**config.mk**
```make
export PLATFORM = sky130hd
export DESIGN_NAME = decode_stage_flat
export DESIGN_NICKNAME = d
export VERILOG_FILES = /design/src/rtl/decode_stage_if.sv /design/src/rtl/decode_stage.sv /design/src/flat_wrapper.sv
export SDC_FILE = /design/constraint.sdc
export NUM_CORES = 1
export LEC_CHECK = 0
export CORE_MARGIN = 8
export CORE_UTILIZATION = 45
export CTS_BUF_LIST = sky130_fd_sc_hd__clkbuf_8
export DETAILED_ROUTE_END_ITERATION = 6
export HOLD_SLACK_MARGIN = 0.03
export PLACE_DENSITY = 0.81
export SLEW_MARGIN = 5
export SYNTH_ARGS = -nofsm -noshare
export SYNTH_HDL_FRONTEND = slang
export SYNTH_SLANG_ARGS = --single-unit
```
**constraint.sdc**
```tcl
create_clock -name clk -period 3.6 [get_ports clk]
set_input_delay 1.08 -clock clk [delete_from_list [all_inputs] [get_ports clk]]
set_output_delay 1.08 -clock clk [all_outputs]
set_load 0.05 [all_outputs]
```
**src/rtl/decode_stage_if.sv**
```systemverilog
// Fetch-to-execute handshake bundle for the decode stage.
// The master side drives the fetch inputs; the slave side is the stage.
interface decode_stage_if #(
    parameter int XLEN  = 32,
    parameter int CNT_W = 8
);
    logic             in_valid;
    logic             in_ready;
    logic [31:0]      instr;
    logic [XLEN-1:0]  pc;
    logic             flush;
    logic             out_valid;
    logic             out_ready;
    logic [XLEN-1:0]  pc_out;
    logic [4:0]       rd;
    logic [4:0]       rs1;
    logic [4:0]       rs2;
    logic [2:0]       funct3;
    logic             regwrite;
    logic             memwrite;
    logic             branch;
    logic             jump;
    logic             jalr;
    logic             alusrc;
    logic             alusrc_a;
    logic [1:0]       resultsrc;
    logic [2:0]       immsrc;
    logic [4:0]       alucontrol;
    logic             illegal;
    logic [CNT_W-1:0] illegal_cnt;

    modport master (
        output in_valid, instr, pc, flush, out_ready,
        input  in_ready, out_valid, pc_out, rd, rs1, rs2,
        input  funct3, regwrite, memwrite, branch, jump,
        input  jalr, alusrc, alusrc_a, resultsrc, immsrc,
        input  alucontrol, illegal, illegal_cnt
    );

    modport slave (
        input  in_valid, instr, pc, flush, out_ready,
        output in_ready, out_valid, pc_out, rd, rs1, rs2,
        output funct3, regwrite, memwrite, branch, jump,
        output jalr, alusrc, alusrc_a, resultsrc, immsrc,
        output alucontrol, illegal, illegal_cnt
    );
endinterface

```
**src/rtl/decode_stage.sv**
```systemverilog
// Registered RV32I(+M) decode stage with valid/ready handshake,
// flush and a saturating illegal-instruction counter.
module decode_stage #(
    parameter int XLEN      = 32,
    parameter bit SUPPORT_M = 1'b0,
    parameter int CNT_W     = 8
) (
    input  logic         clk,
    input  logic         rst_n,
    decode_stage_if.slave bus
);
    typedef struct packed {
        logic       regwrite;
        logic       memwrite;
        logic       branch;
        logic       jump;
        logic       jalr;
        logic       alusrc;
        logic       alusrc_a;
        logic [1:0] resultsrc;
        logic [2:0] immsrc;
        logic [4:0] alucontrol;
        logic       illegal;
    } ctl_t;

    localparam logic [4:0] ALU_ADD  = 5'd0;
    localparam logic [4:0] ALU_SUB  = 5'd1;
    localparam logic [4:0] ALU_AND  = 5'd2;
    localparam logic [4:0] ALU_OR   = 5'd3;
    localparam logic [4:0] ALU_XOR  = 5'd4;
    localparam logic [4:0] ALU_SLT  = 5'd5;
    localparam logic [4:0] ALU_SLTU = 5'd6;
    localparam logic [4:0] ALU_SLL  = 5'd7;
    localparam logic [4:0] ALU_SRL  = 5'd8;
    localparam logic [4:0] ALU_SRA  = 5'd9;

    localparam logic [6:0] F7_0 = 7'b0000000;
    localparam logic [6:0] F7_A = 7'b0100000;
    localparam logic [6:0] F7_M = 7'b0000001;

    function automatic logic [4:0] alu_base(
        input logic [2:0] f
    );
        logic [4:0] a;
        a = ALU_ADD;
        unique case (f)
            3'b000: a = ALU_ADD;
            3'b001: a = ALU_SLL;
            3'b010: a = ALU_SLT;
            3'b011: a = ALU_SLTU;
            3'b100: a = ALU_XOR;
            3'b101: a = ALU_SRL;
            3'b110: a = ALU_OR;
            3'b111: a = ALU_AND;
            default: a = ALU_ADD;
        endcase
        return a;
    endfunction

    logic [6:0] op;
    logic [2:0] f3;
    logic [6:0] f7;

    assign op = bus.instr[6:0];
    assign f3 = bus.instr[14:12];
    assign f7 = bus.instr[31:25];

    ctl_t dc;

    always_comb begin
        dc = '0;
        unique case (1'b1)
            op == 7'b0110011: begin
                dc.regwrite = 1'b1;
                unique case (1'b1)
                    f7 == F7_0:
                        dc.alucontrol = alu_base(f3);
                    f7 == F7_A && f3 == 3'b000:
                        dc.alucontrol = ALU_SUB;
                    f7 == F7_A && f3 == 3'b101:
                        dc.alucontrol = ALU_SRA;
                    SUPPORT_M && f7 == F7_M:
                        dc.alucontrol = {2'b10, f3};
                    default:
                        dc.illegal = 1'b1;
                endcase
            end
            op == 7'b0010011: begin
                dc.regwrite   = 1'b1;
                dc.alusrc     = 1'b1;
                dc.alucontrol = alu_base(f3);
                if (f3 == 3'b001 && f7 != F7_0)
                    dc.illegal = 1'b1;
                if (f3 == 3'b101) begin
                    if (bus.instr[30])
                        dc.alucontrol = ALU_SRA;
                    if (f7 != F7_0 && f7 != F7_A)
                        dc.illegal = 1'b1;
                end
            end
            op == 7'b0000011: begin
                dc.regwrite  = 1'b1;
                dc.alusrc    = 1'b1;
                dc.resultsrc = 2'b01;
                dc.illegal   = f3 == 3'b011 ||
                               f3 == 3'b110 ||
                               f3 == 3'b111;
            end
            op == 7'b0100011: begin
                dc.memwrite = 1'b1;
                dc.alusrc   = 1'b1;
                dc.immsrc   = 3'b001;
                dc.illegal  = f3 > 3'b010;
            end
            op == 7'b1100011: begin
                dc.branch     = 1'b1;
                dc.immsrc     = 3'b010;
                dc.alucontrol = ALU_SUB;
                dc.illegal    = f3 == 3'b010 ||
                                f3 == 3'b011;
            end
            op == 7'b1101111: begin
                dc.regwrite  = 1'b1;
                dc.jump      = 1'b1;
                dc.immsrc    = 3'b011;
                dc.resultsrc = 2'b10;
            end
            op == 7'b1100111: begin
                dc.regwrite  = 1'b1;
                dc.jump      = 1'b1;
                dc.jalr      = 1'b1;
                dc.alusrc    = 1'b1;
                dc.resultsrc = 2'b10;
                dc.illegal   = f3 != 3'b000;
            end
            op == 7'b0110111: begin
                dc.regwrite  = 1'b1;
                dc.immsrc    = 3'b100;
                dc.resultsrc = 2'b11;
            end
            op == 7'b0010111: begin
                dc.regwrite = 1'b1;
                dc.immsrc   = 3'b100;
                dc.alusrc   = 1'b1;
                dc.alusrc_a = 1'b1;
            end
            default:
                dc.illegal = 1'b1;
        endcase
        // Illegal bundles must never cause side effects downstream.
        if (dc.illegal) begin
            dc         = '0;
            dc.illegal = 1'b1;
        end
    end

    logic             valid_q;
    ctl_t             ctl_q;
    logic [XLEN-1:0]  pc_q;
    logic [31:0]      ins_q;
    logic [CNT_W-1:0] cnt_q;
    logic             accept;
    logic             take;

    assign bus.in_ready = !valid_q || bus.out_ready;
    assign accept = bus.in_valid && bus.in_ready;
    assign take   = accept && !bus.flush;

    always_ff @(posedge clk or negedge rst_n) begin
        if (!rst_n) begin
            valid_q <= 1'b0;
            ctl_q   <= '0;
            pc_q    <= '0;
            ins_q   <= '0;
            cnt_q   <= '0;
        end else begin
            if (take) begin
                valid_q <= 1'b1;
                ctl_q   <= dc;
                pc_q    <= bus.pc;
                ins_q   <= bus.instr;
            end else if (bus.flush || bus.out_ready) begin
                valid_q <= 1'b0;
            end
            if (take && dc.illegal && cnt_q != '1)
                cnt_q <= cnt_q + 1'b1;
        end
    end

    assign bus.out_valid   = valid_q;
    assign bus.pc_out      = pc_q;
    assign bus.rd          = ins_q[11:7];
    assign bus.rs1         = ins_q[19:15];
    assign bus.rs2         = ins_q[24:20];
    assign bus.funct3      = ins_q[14:12];
    assign bus.regwrite    = ctl_q.regwrite;
    assign bus.memwrite    = ctl_q.memwrite;
    assign bus.branch      = ctl_q.branch;
    assign bus.jump        = ctl_q.jump;
    assign bus.jalr        = ctl_q.jalr;
    assign bus.alusrc      = ctl_q.alusrc;
    assign bus.alusrc_a    = ctl_q.alusrc_a;
    assign bus.resultsrc   = ctl_q.resultsrc;
    assign bus.immsrc      = ctl_q.immsrc;
    assign bus.alucontrol  = ctl_q.alucontrol;
    assign bus.illegal     = ctl_q.illegal;
    assign bus.illegal_cnt = cnt_q;
endmodule

```
**src/flat_wrapper.sv**
```systemverilog
// flat-port wrapper written by rule: the top's interface ports become plain ports
module decode_stage_flat 
#(
    parameter int XLEN      = 32,
    parameter bit SUPPORT_M = 1'b0,
    parameter int CNT_W     = 8
)
  (clk, rst_n, bus_in_valid, bus_instr, bus_pc, bus_flush, bus_out_ready, bus_in_ready, bus_out_valid, bus_pc_out, bus_rd, bus_rs1, bus_rs2, bus_funct3, bus_regwrite, bus_memwrite, bus_branch, bus_jump, bus_jalr, bus_alusrc, bus_alusrc_a, bus_resultsrc, bus_immsrc, bus_alucontrol, bus_illegal, bus_illegal_cnt);
  decode_stage_if #(.XLEN(XLEN), .CNT_W(CNT_W)) bus_i ();
  input  logic clk;
  input  logic rst_n;
  input wire logic [$bits(bus_i.in_valid)-1:0] bus_in_valid;
  input wire logic [$bits(bus_i.instr)-1:0] bus_instr;
  input wire logic [$bits(bus_i.pc)-1:0] bus_pc;
  input wire logic [$bits(bus_i.flush)-1:0] bus_flush;
  input wire logic [$bits(bus_i.out_ready)-1:0] bus_out_ready;
  output wire logic [$bits(bus_i.in_ready)-1:0] bus_in_ready;
  output wire logic [$bits(bus_i.out_valid)-1:0] bus_out_valid;
  output wire logic [$bits(bus_i.pc_out)-1:0] bus_pc_out;
  output wire logic [$bits(bus_i.rd)-1:0] bus_rd;
  output wire logic [$bits(bus_i.rs1)-1:0] bus_rs1;
  output wire logic [$bits(bus_i.rs2)-1:0] bus_rs2;
  output wire logic [$bits(bus_i.funct3)-1:0] bus_funct3;
  output wire logic [$bits(bus_i.regwrite)-1:0] bus_regwrite;
  output wire logic [$bits(bus_i.memwrite)-1:0] bus_memwrite;
  output wire logic [$bits(bus_i.branch)-1:0] bus_branch;
  output wire logic [$bits(bus_i.jump)-1:0] bus_jump;
  output wire logic [$bits(bus_i.jalr)-1:0] bus_jalr;
  output wire logic [$bits(bus_i.alusrc)-1:0] bus_alusrc;
  output wire logic [$bits(bus_i.alusrc_a)-1:0] bus_alusrc_a;
  output wire logic [$bits(bus_i.resultsrc)-1:0] bus_resultsrc;
  output wire logic [$bits(bus_i.immsrc)-1:0] bus_immsrc;
  output wire logic [$bits(bus_i.alucontrol)-1:0] bus_alucontrol;
  output wire logic [$bits(bus_i.illegal)-1:0] bus_illegal;
  output wire logic [$bits(bus_i.illegal_cnt)-1:0] bus_illegal_cnt;
  assign bus_i.in_valid = bus_in_valid;
  assign bus_i.instr = bus_instr;
  assign bus_i.pc = bus_pc;
  assign bus_i.flush = bus_flush;
  assign bus_i.out_ready = bus_out_ready;
  assign bus_in_ready = bus_i.in_ready;
  assign bus_out_valid = bus_i.out_valid;
  assign bus_pc_out = bus_i.pc_out;
  assign bus_rd = bus_i.rd;
  assign bus_rs1 = bus_i.rs1;
  assign bus_rs2 = bus_i.rs2;
  assign bus_funct3 = bus_i.funct3;
  assign bus_regwrite = bus_i.regwrite;
  assign bus_memwrite = bus_i.memwrite;
  assign bus_branch = bus_i.branch;
  assign bus_jump = bus_i.jump;
  assign bus_jalr = bus_i.jalr;
  assign bus_alusrc = bus_i.alusrc;
  assign bus_alusrc_a = bus_i.alusrc_a;
  assign bus_resultsrc = bus_i.resultsrc;
  assign bus_immsrc = bus_i.immsrc;
  assign bus_alucontrol = bus_i.alucontrol;
  assign bus_illegal = bus_i.illegal;
  assign bus_illegal_cnt = bus_i.illegal_cnt;
  decode_stage #(.XLEN(XLEN), .SUPPORT_M(SUPPORT_M), .CNT_W(CNT_W)) u_core (.clk(clk), .rst_n(rst_n), .bus(bus_i));
endmodule
```
==> results of run 1 <==
## report_power, final
group          leakage, nW  internal (W)  switching [W]  total, W
sequential           0.965      0.000968      0.0000812   0.00105
combinational         1.35      0.000348       0.000631  0.000979
clock                0.107      0.000388       0.000315  0.000703
total                 2.42       0.00170        0.00103   0.00273
## kinds of logic (layout without fill, tap and decap cells)
group           count (synthesis)  in the layout
compound gates                 42             42
xor+xnor                        5              5
fa+ha+maj                       6              6
buf+inv                        28            175
flops                          76             76
mux                             5              5
other cells                     1              1
simple gates                  218            218
## layout by cell type, fill, tap and decap left out, types with 3 or more instances in the layout
cell type	netlist	layout
and3_1	3	3
xnor2_1	4	4
nand2_1	166	166
o31ai_1	5	5
a211oi_1	3	3
dfrtp_1	76	76
clkdlybuf4s50_1	0	143
o21ai_0	9	9
inv_1	6	7
a21oi_1	4	4
nor2_1	15	15
a31oi_1	3	3
mux2_4	3	3
or2_2	3	3
clkbuf_8	0	9
nand3_1	10	10
nor2b_1	4	4
buf_4	2	9
ha_1	6	6
## worst paths after layout
path | start | end | depth (start not counted)
worst min-delay path | u_core.ins_q[8] | u_core.ins_q[8] | 2
worst max-delay path | bus_instr[12] | u_core.bus.resultsrc[0] | 10
worst min register to register | u_core.ins_q[8] | u_core.ins_q[8] | 2
worst max register to register | u_core.bus.out_valid | u_core.bus.resultsrc[1] | 6
min in group asynchronous | rst_n | u_core.bus.out_valid | 1
max in group asynchronous | rst_n | u_core.bus.resultsrc[1] | 1
## flip-flops by register name, indices dropped and copies added (netlist names)
name,cells
u_core.bus.out_valid,1
u_core.bus.alucontrol,4
u_core.bus.branch,1
u_core.bus.illegal_cnt,8
u_core.bus.resultsrc,2
u_core.bus.pc_out,32
u_core.bus.alusrc,1
u_core.bus.jump,1
u_core.bus.alusrc_a,1
u_core.bus.regwrite,1
u_core.bus.illegal,1
u_core.ins_q,18
u_core.bus.memwrite,1
u_core.bus.immsrc,3
u_core.bus.jalr,1
## through the flow
| step | hold WS, ps | total power, W | setup WS [ps] | utilization | cell area [um^2] |
|---|---|---|---|---|---|
| 6_report | 477 | 0.00273 | 388 | 0.690 | 5250 |
| 5_1_grt | 501 | 0.00287 | 216 | 0.690 | 5250 |
| 4_1_cts | 479 | 0.00276 | 382 | 0.690 | 5250 |
| 3_5_place_dp | 461 | 0.00205 | 27.7 | 0.661 | 5030 |
| 3_3_place_gp | 456 | 0.00203 | 80.4 | 0.661 | 5030 |
| 2_1_floorplan | 741 | 0.00165 | 960 | - | 3490 |
## tightest hold or removal path, cell delays in order, from the launching register on
cell and delay, ps:
dfrtp_1 350, nand2_1 50, nand2_1 50
## routing by layer
metal | global-route usage | up-vias
met2 | 0.297 | 109
met3 | 0.0514 | 12
li1 | - | 1526
met4 | 0.0745 | 0
met5 | 0 | -
met1 | 0.227 | 1462
## final cells by class
class,count,area [um^2]
inverters,6,22.5
flip-flops and latches,76,1900
fillers,593,2360
clock buffers,9,124
well taps,102,128
clock inverters,7,92.6
repair buffers,153,1520
multi-input cells,277,1460
==> impl_metrics.ini, run 1 <==
[synthesis]
synth_cell_types = 52
synthTopCellsByCount = nand2_1 (166), dfrtp_1 (76), nor2_1 (15)
syn_inst = 381
synth.top_cells.by_area = dfrtp_1 (54%), nand2_1 (18%), ha_1 (2.2%)
synth_fp_nets = 456
synth_xor_xnor_area_share = 0.0125
synth-seq-cells = 76
synthArstFlopShare = 1.00
yosysMostFrequentCell = nand2_1
yosys_warnings = 0
synth_top_family_by_area = simple AND/OR/NAND/NOR gates
synth_top_area_frac = 0.545
synth_top_area_cell = dfrtp_1
synth_area_mm2 = 0.00349
synth_compound_area_frac = 0.0892
synth_edf_count = 0
synthFlopType = dfrtp_1
synthAdderAreaFrac = 0.0215
synthMuxAreaShare = 0.0186
syn_avg_cell_area_um2 = 9.16
synth-simple-area-share = 0.273
synth-seq-area-share = 0.545

[clock_network]
cts_buffers = 9
path_clk_slew_ps = 80
htree_num_levels = 3
clockBufferDepth = 2
cts_tree = yes
cts_hold_buf = 0
clock_latency_ps = 340
root_buffer = clkbuf_8
cts_setup_buffers = 0
clkSinkCount = 76
cts_resized = 0

[worst_setup_path]
worst_path_max_delay_cell = clkdlybuf4s50_1
endpoint_kind = register
cp.arrival_ps = 3470
cp-start-kind = input port
cp_max_fo = 14
reg2reg_setup_slack_ps = 1690
required_ps = 3850
crit_type = input port to register
slowest_delay_ps = 530
cp_num_buf_inv = 3
cp_cell_sequence = clkdlybuf4s50_1 > inv_1 > ha_1 > a211oi_1 > nor3_2 > a21oi_1 > o211ai_2 > buf_12 > or4_1 > a31oi_1
crit_family = buffers and inverters

[power]
p_leak_nw = 2.42
ir_drop_mv = 0.473
power_density_mw_per_mm2 = 521

[grt]
grt_usage = 0.184
grt_pass1_wl_um = 16400
overflow = 0
first_global_vias = 3142
antenna_found_initial = 0
grt_max_degree = 77

[job]
drv_cap = 0

[detailed_routing]
drc = 0
drt_iter0_drc = 144
antenna_left = 0
wl_met2_um = 4770
post_drt_wl_per_cell_um = 15.6
finalWirelength_um = 9850
vias = 3109
drt_pass1_iterations = 4
top_layer_used = met4
routed-wl-met3_um = 553
vias_per_cell = 4.93
met1Wirelength_um = 4350

[timing]
finalMaxSlewViolations = 0
max_clock_freq_ghz = 0.311
setup_viol = 0
rsz0062_at_grt = false
hold_violations = 0
setup_tns_ps = 0
relSlewSlack = 0.372
min_period_ps = 3210
finalCritPeriodShare = 0.892
finClkSkew_ps = 15.6
worst_pin_slew_ps = 942

[placed_design]
dpl.hpwl_um = 7450
place_congestion = 0.894
port_buffers = 145
dp.cells = 614

[floorplanning]
dieHeight_um = 104
design.core.area_mm2 = 0.00761
rows = 32
initial_core_util = 0.459
io_pins = 147
die_area_mm2 = 0.0108
die_w_um = 104

[min_path]
hp-class = register to register

[finish]
n_antenna_cell = 0
nets = 598
layout.cells.non_filler = 630
drive_above_1_share = 0.0814
syn2layout_area_growth_pct = 50.3

[run_status]
status = complete, no violations
No activity file was read; power rests on OpenSTA's default activity.
==> run 2: changes to the inputs <==
MAX_ROUTING_LAYER = met4   (was default)
==> impl_metrics.ini, run 2 (synthesized netlist as in run 1, its figures left out) <==
[run_status]
status = complete, no violations

[finish]
syn2layout_area_growth_pct = 50.3
largest_register_ff_count = 32
drive_above_1_share = 0.0814
layout.cells.non_filler = 630
final_common_cell = nand2_1
nets = 598
final_cell_mix = nand2_1 (166), clkdlybuf4s50_1 (143), dfrtp_1 (76)
n_antenna_cell = 0
final_cell_area_mm2 = 0.00525

[worst_setup_path]
required_ps = 3860
cp.arrival_ps = 3470
cp_max_fo = 14
cp-start-kind = input port
reg2reg_setup_slack_ps = 1690
endpoint_kind = register
crit_type = input port to register

[clock_network]
cts_tree = yes
cts_setup_buffers = 0
cts_hold_buf = 0
cts_resized = 0
clkSinkCount = 76
htree_num_levels = 3
path_clk_slew_ps = 80
clockBufferDepth = 2
clock_latency_ps = 340
root_buffer = clkbuf_8
cts_buffers = 9

[placed_design]
dpl.hpwl_um = 7450
port_buffers = 145
place_congestion = 0.909
detailed_place.area_mm2 = 0.00503
dp.cells = 614

[power]
ir_drop_mv = 0.475
power_density_mw_per_mm2 = 521
fin_total_pwr_w = 0.00273
p_leak_nw = 2.42

[timing]
finalMaxSlewViolations = 0
hold_violations = 0
finalCritPeriodShare = 0.892
setup_tns_ps = 0
max_clock_freq_ghz = 0.311
rsz0062_at_grt = false
worst_pin_slew_ps = 950
min_period_ps = 3210
finClkSkew_ps = 15.4
setup_viol = 0
relSlewSlack = 0.366

[floorplanning]
io_pins = 147
initial_core_util = 0.459
design.core.area_mm2 = 0.00761
dieHeight_um = 104
die_area_mm2 = 0.0108
die_w_um = 104
rows = 32

[detailed_routing]
wl_met2_um = 4730
vias = 3118
top_layer_used = met4
routed-wl-met3_um = 498
antenna_left = 0
finalWirelength_um = 9860
drt_iter0_drc = 147
vias_per_cell = 4.95
post_drt_wl_per_cell_um = 15.7
met1Wirelength_um = 4430
drc = 0
drt_pass1_iterations = 4

[grt]
grt_usage = 0.190
antenna_found_initial = 0
grt_max_degree = 77
first_global_vias = 3135
overflow = 0
grt_pass1_wl_um = 16400

[min_path]
hp-class = register to register

[job]
drv_cap = 0
[run 2: through the flow]
stage	setup WS (ps)	hold WS, ps	util
floorplan	960	741	-
global placement	80.4	456	0.661
detailed placement	27.7	461	0.661
CTS	382	479	0.690
global route	217	501	0.690
finish	390	477	0.690
[run 2: power breakdown]
part	internal [W]	leakage (nW)	total (W)	switching [W]
Sequential	0.000968	0.965	0.00105	0.0000816
Clock	0.000388	0.107	0.000706	0.000318
Combinational	0.000348	1.35	0.000980	0.000631
Total	0.00170	2.42	0.00273	0.00103
[run 2: layout make-up]
cell class / count / area, um^2
Fill cell: 593 / 2360
Sequential cell: 76 / 1900
Timing Repair Buffer: 153 / 1520
Multi-Input combinational cell: 277 / 1460
Tap cell: 102 / 128
Clock buffer: 9 / 124
Clock inverter: 7 / 92.6
Inverter: 6 / 22.5
[run 2: worst paths after layout]
check                                startpoint                       end  depth (start not counted)
setup / recovery                  bus_instr[12]   u_core.bus.resultsrc[0]                         10
hold / removal                  u_core.ins_q[8]           u_core.ins_q[8]                          2
setup reg to reg           u_core.bus.out_valid   u_core.bus.resultsrc[1]                          6
hold reg to reg                 u_core.ins_q[8]           u_core.ins_q[8]                          2
max in group asynchronous                 rst_n  u_core.bus.alucontrol[1]                          1
min in group asynchronous                 rst_n      u_core.bus.out_valid                          1
[run 2: critical path: stages]
cell             delay [ps]
clkdlybuf4s50_1         530
inv_1                   110
ha_1                    250
a211oi_1                290
nor3_2                   60
a21oi_1                 180
o211ai_2                200
buf_12                  210
or4_1                   390
a31oi_1                 180
[run 2: per-layer routing]
layer / global-route usage / vias up
met5: - / -
met1: 0.230 / 1466
met3: 0.0440 / 14
li1: - / 1526
met2: 0.298 / 112
met4: 0.0807 / 0
==> run 3: changes to the inputs <==
SLEW_MARGIN = 30   (was 5)
==> impl_metrics.ini, run 3 (synthesized netlist as in run 1, its figures left out) <==
[run_status]
status = complete, no violations

[worst_setup_path]
crit_type = input port to register
crit_path_start = bus_instr[12]
reg2reg_setup_slack_ps = 1690
cp-endpoint = u_core.bus.resultsrc[0]
endpoint_kind = register
cp-start-kind = input port
reg2reg_depth = 6
timing.rr.end = u_core.bus.resultsrc[1]
r2r-start = u_core.bus.out_valid
cp_max_fo = 14
required_ps = 3860
cp.arrival_ps = 3460

[finish]
largest_register_ff_count = 32
nets = 598
syn2layout_area_growth_pct = 50.4
final_cell_area_mm2 = 0.00525
drive_above_1_share = 0.0814
n_antenna_cell = 0
final_common_cell = nand2_1
final_cell_mix = nand2_1 (166), clkdlybuf4s50_1 (143), dfrtp_1 (76)
n_fill_cell = 595

[timing]
setup_slack_ps = 393
max_clock_freq_ghz = 0.312
worst_pin_slew_ps = 684
relSlewSlack = 0.544
finClkSkew_ps = 15.6
finalCritPeriodShare = 0.891
hold_violations = 0
finalMaxSlewViolations = 0
setup_viol = 0
setup_tns_ps = 0
min_period_ps = 3210
rsz0062_at_grt = false

[clock_network]
htree_num_levels = 3
path_clk_slew_ps = 80
cts_setup_buffers = 0
clockBufferDepth = 2
clock_latency_ps = 340
clkSinkCount = 76
cts_resized = 0
root_buffer = clkbuf_8
cts_tree = yes
cts_hold_buf = 0
cts_buffers = 9

[grt]
grt_pass1_wl_um = 16400
grt_max_degree = 77
grt_usage = 0.190
antenna_found_initial = 0
overflow = 0
first_global_vias = 3135

[placed_design]
detailed_place.area_mm2 = 0.00503
port_buffers = 145
place_congestion = 0.909
pre_cts_slack_ps = 27.7
dpl.hpwl_um = 7450

[min_path]
hp-class = register to register
hp-start = u_core.ins_q[8]

[detailed_routing]
drt_iter0_drc = 140
drc = 0
post_drt_wl_per_cell_um = 15.7
vias_per_cell = 4.95
drt_pass1_iterations = 4
vias = 3118
antenna_left = 0
finalWirelength_um = 9880

[floorplanning]
die_area_mm2 = 0.0108
die_w_um = 104
io_pins = 147
design.core.area_mm2 = 0.00761
initial_core_util = 0.459
dieHeight_um = 104
rows = 32

[power]
p_leak_nw = 2.42
power_density_mw_per_mm2 = 521
ir_drop_mv = 0.475

[job]
drv_cap = 0
## run 3: cell counts in the layout (fill, tap and decap cells not counted)
Identical to the previous run, type by type.
## run 3: critical path, cell delays in order
cell	delay [ps]
clkdlybuf4s50_1	530
inv_1	110
ha_1	250
a211oi_1	290
nor3_2	60
a21oi_1	180
o211ai_2	200
buf_12	210
or4_1	390
a31oi_1	180
## run 3: worst min path at each step
stage / cells past startpoint / to / slack, ps
5_1_grt: 2 / u_core.ins_q[10] / 500
2_1_floorplan: 2 / u_core.bus.pc_out[24] / 740
4_1_cts: 2 / u_core.bus.pc_out[20] / 480
3_3_place_gp: 2 / u_core.bus.pc_out[19] / 460
6_report: 2 / u_core.ins_q[8] / 480
3_5_place_dp: 2 / u_core.bus.pc_out[20] / 460
## run 3: final cells by class
type	instances	area [um^2]	area share
well taps	102	128	0.0243
repair buffers	153	1520	0.290
clock buffers	9	124	0.0236
clock inverters	7	92.6	0.0176
flip-flops and latches	76	1900	0.362
inverters	6	22.5	0.00429
multi-input cells	277	1460	0.278
## run 3: metrics by stage
stage	power, W	cells	util	hold slack, ps
after floorplan	0.00165	381	-	741
after global placement	0.00203	614	0.661	456
after detailed placement	0.00205	614	0.661	461
after CTS	0.00276	630	0.690	479
after global routing	0.00287	630	0.690	501
final	0.00274	630	0.690	477
## run 3: report_power, final
| part | internal (W) | total (W) | switching [W] |
|---|---|---|---|
| clock network | 0.000388 | 0.000707 | 0.000319 |
| registers | 0.000968 | 0.00105 | 0.0000816 |
| logic | 0.000349 | 0.000981 | 0.000632 |
| total | 0.00170 | 0.00274 | 0.00103 |
## run 3: layer usage
layer | wire length (um) | global-route usage | vias to the layer above | part of all wire
li1 | - | - | 1524 | -
met1 | 4410 | 0.230 | 1468 | 0.45
met2 | 4760 | 0.298 | 112 | 0.48
met3 | 497 | 0.0440 | 14 | 0.050
met4 | 210 | 0.0807 | 0 | 0.021
met5 | 0 | - | - | 0
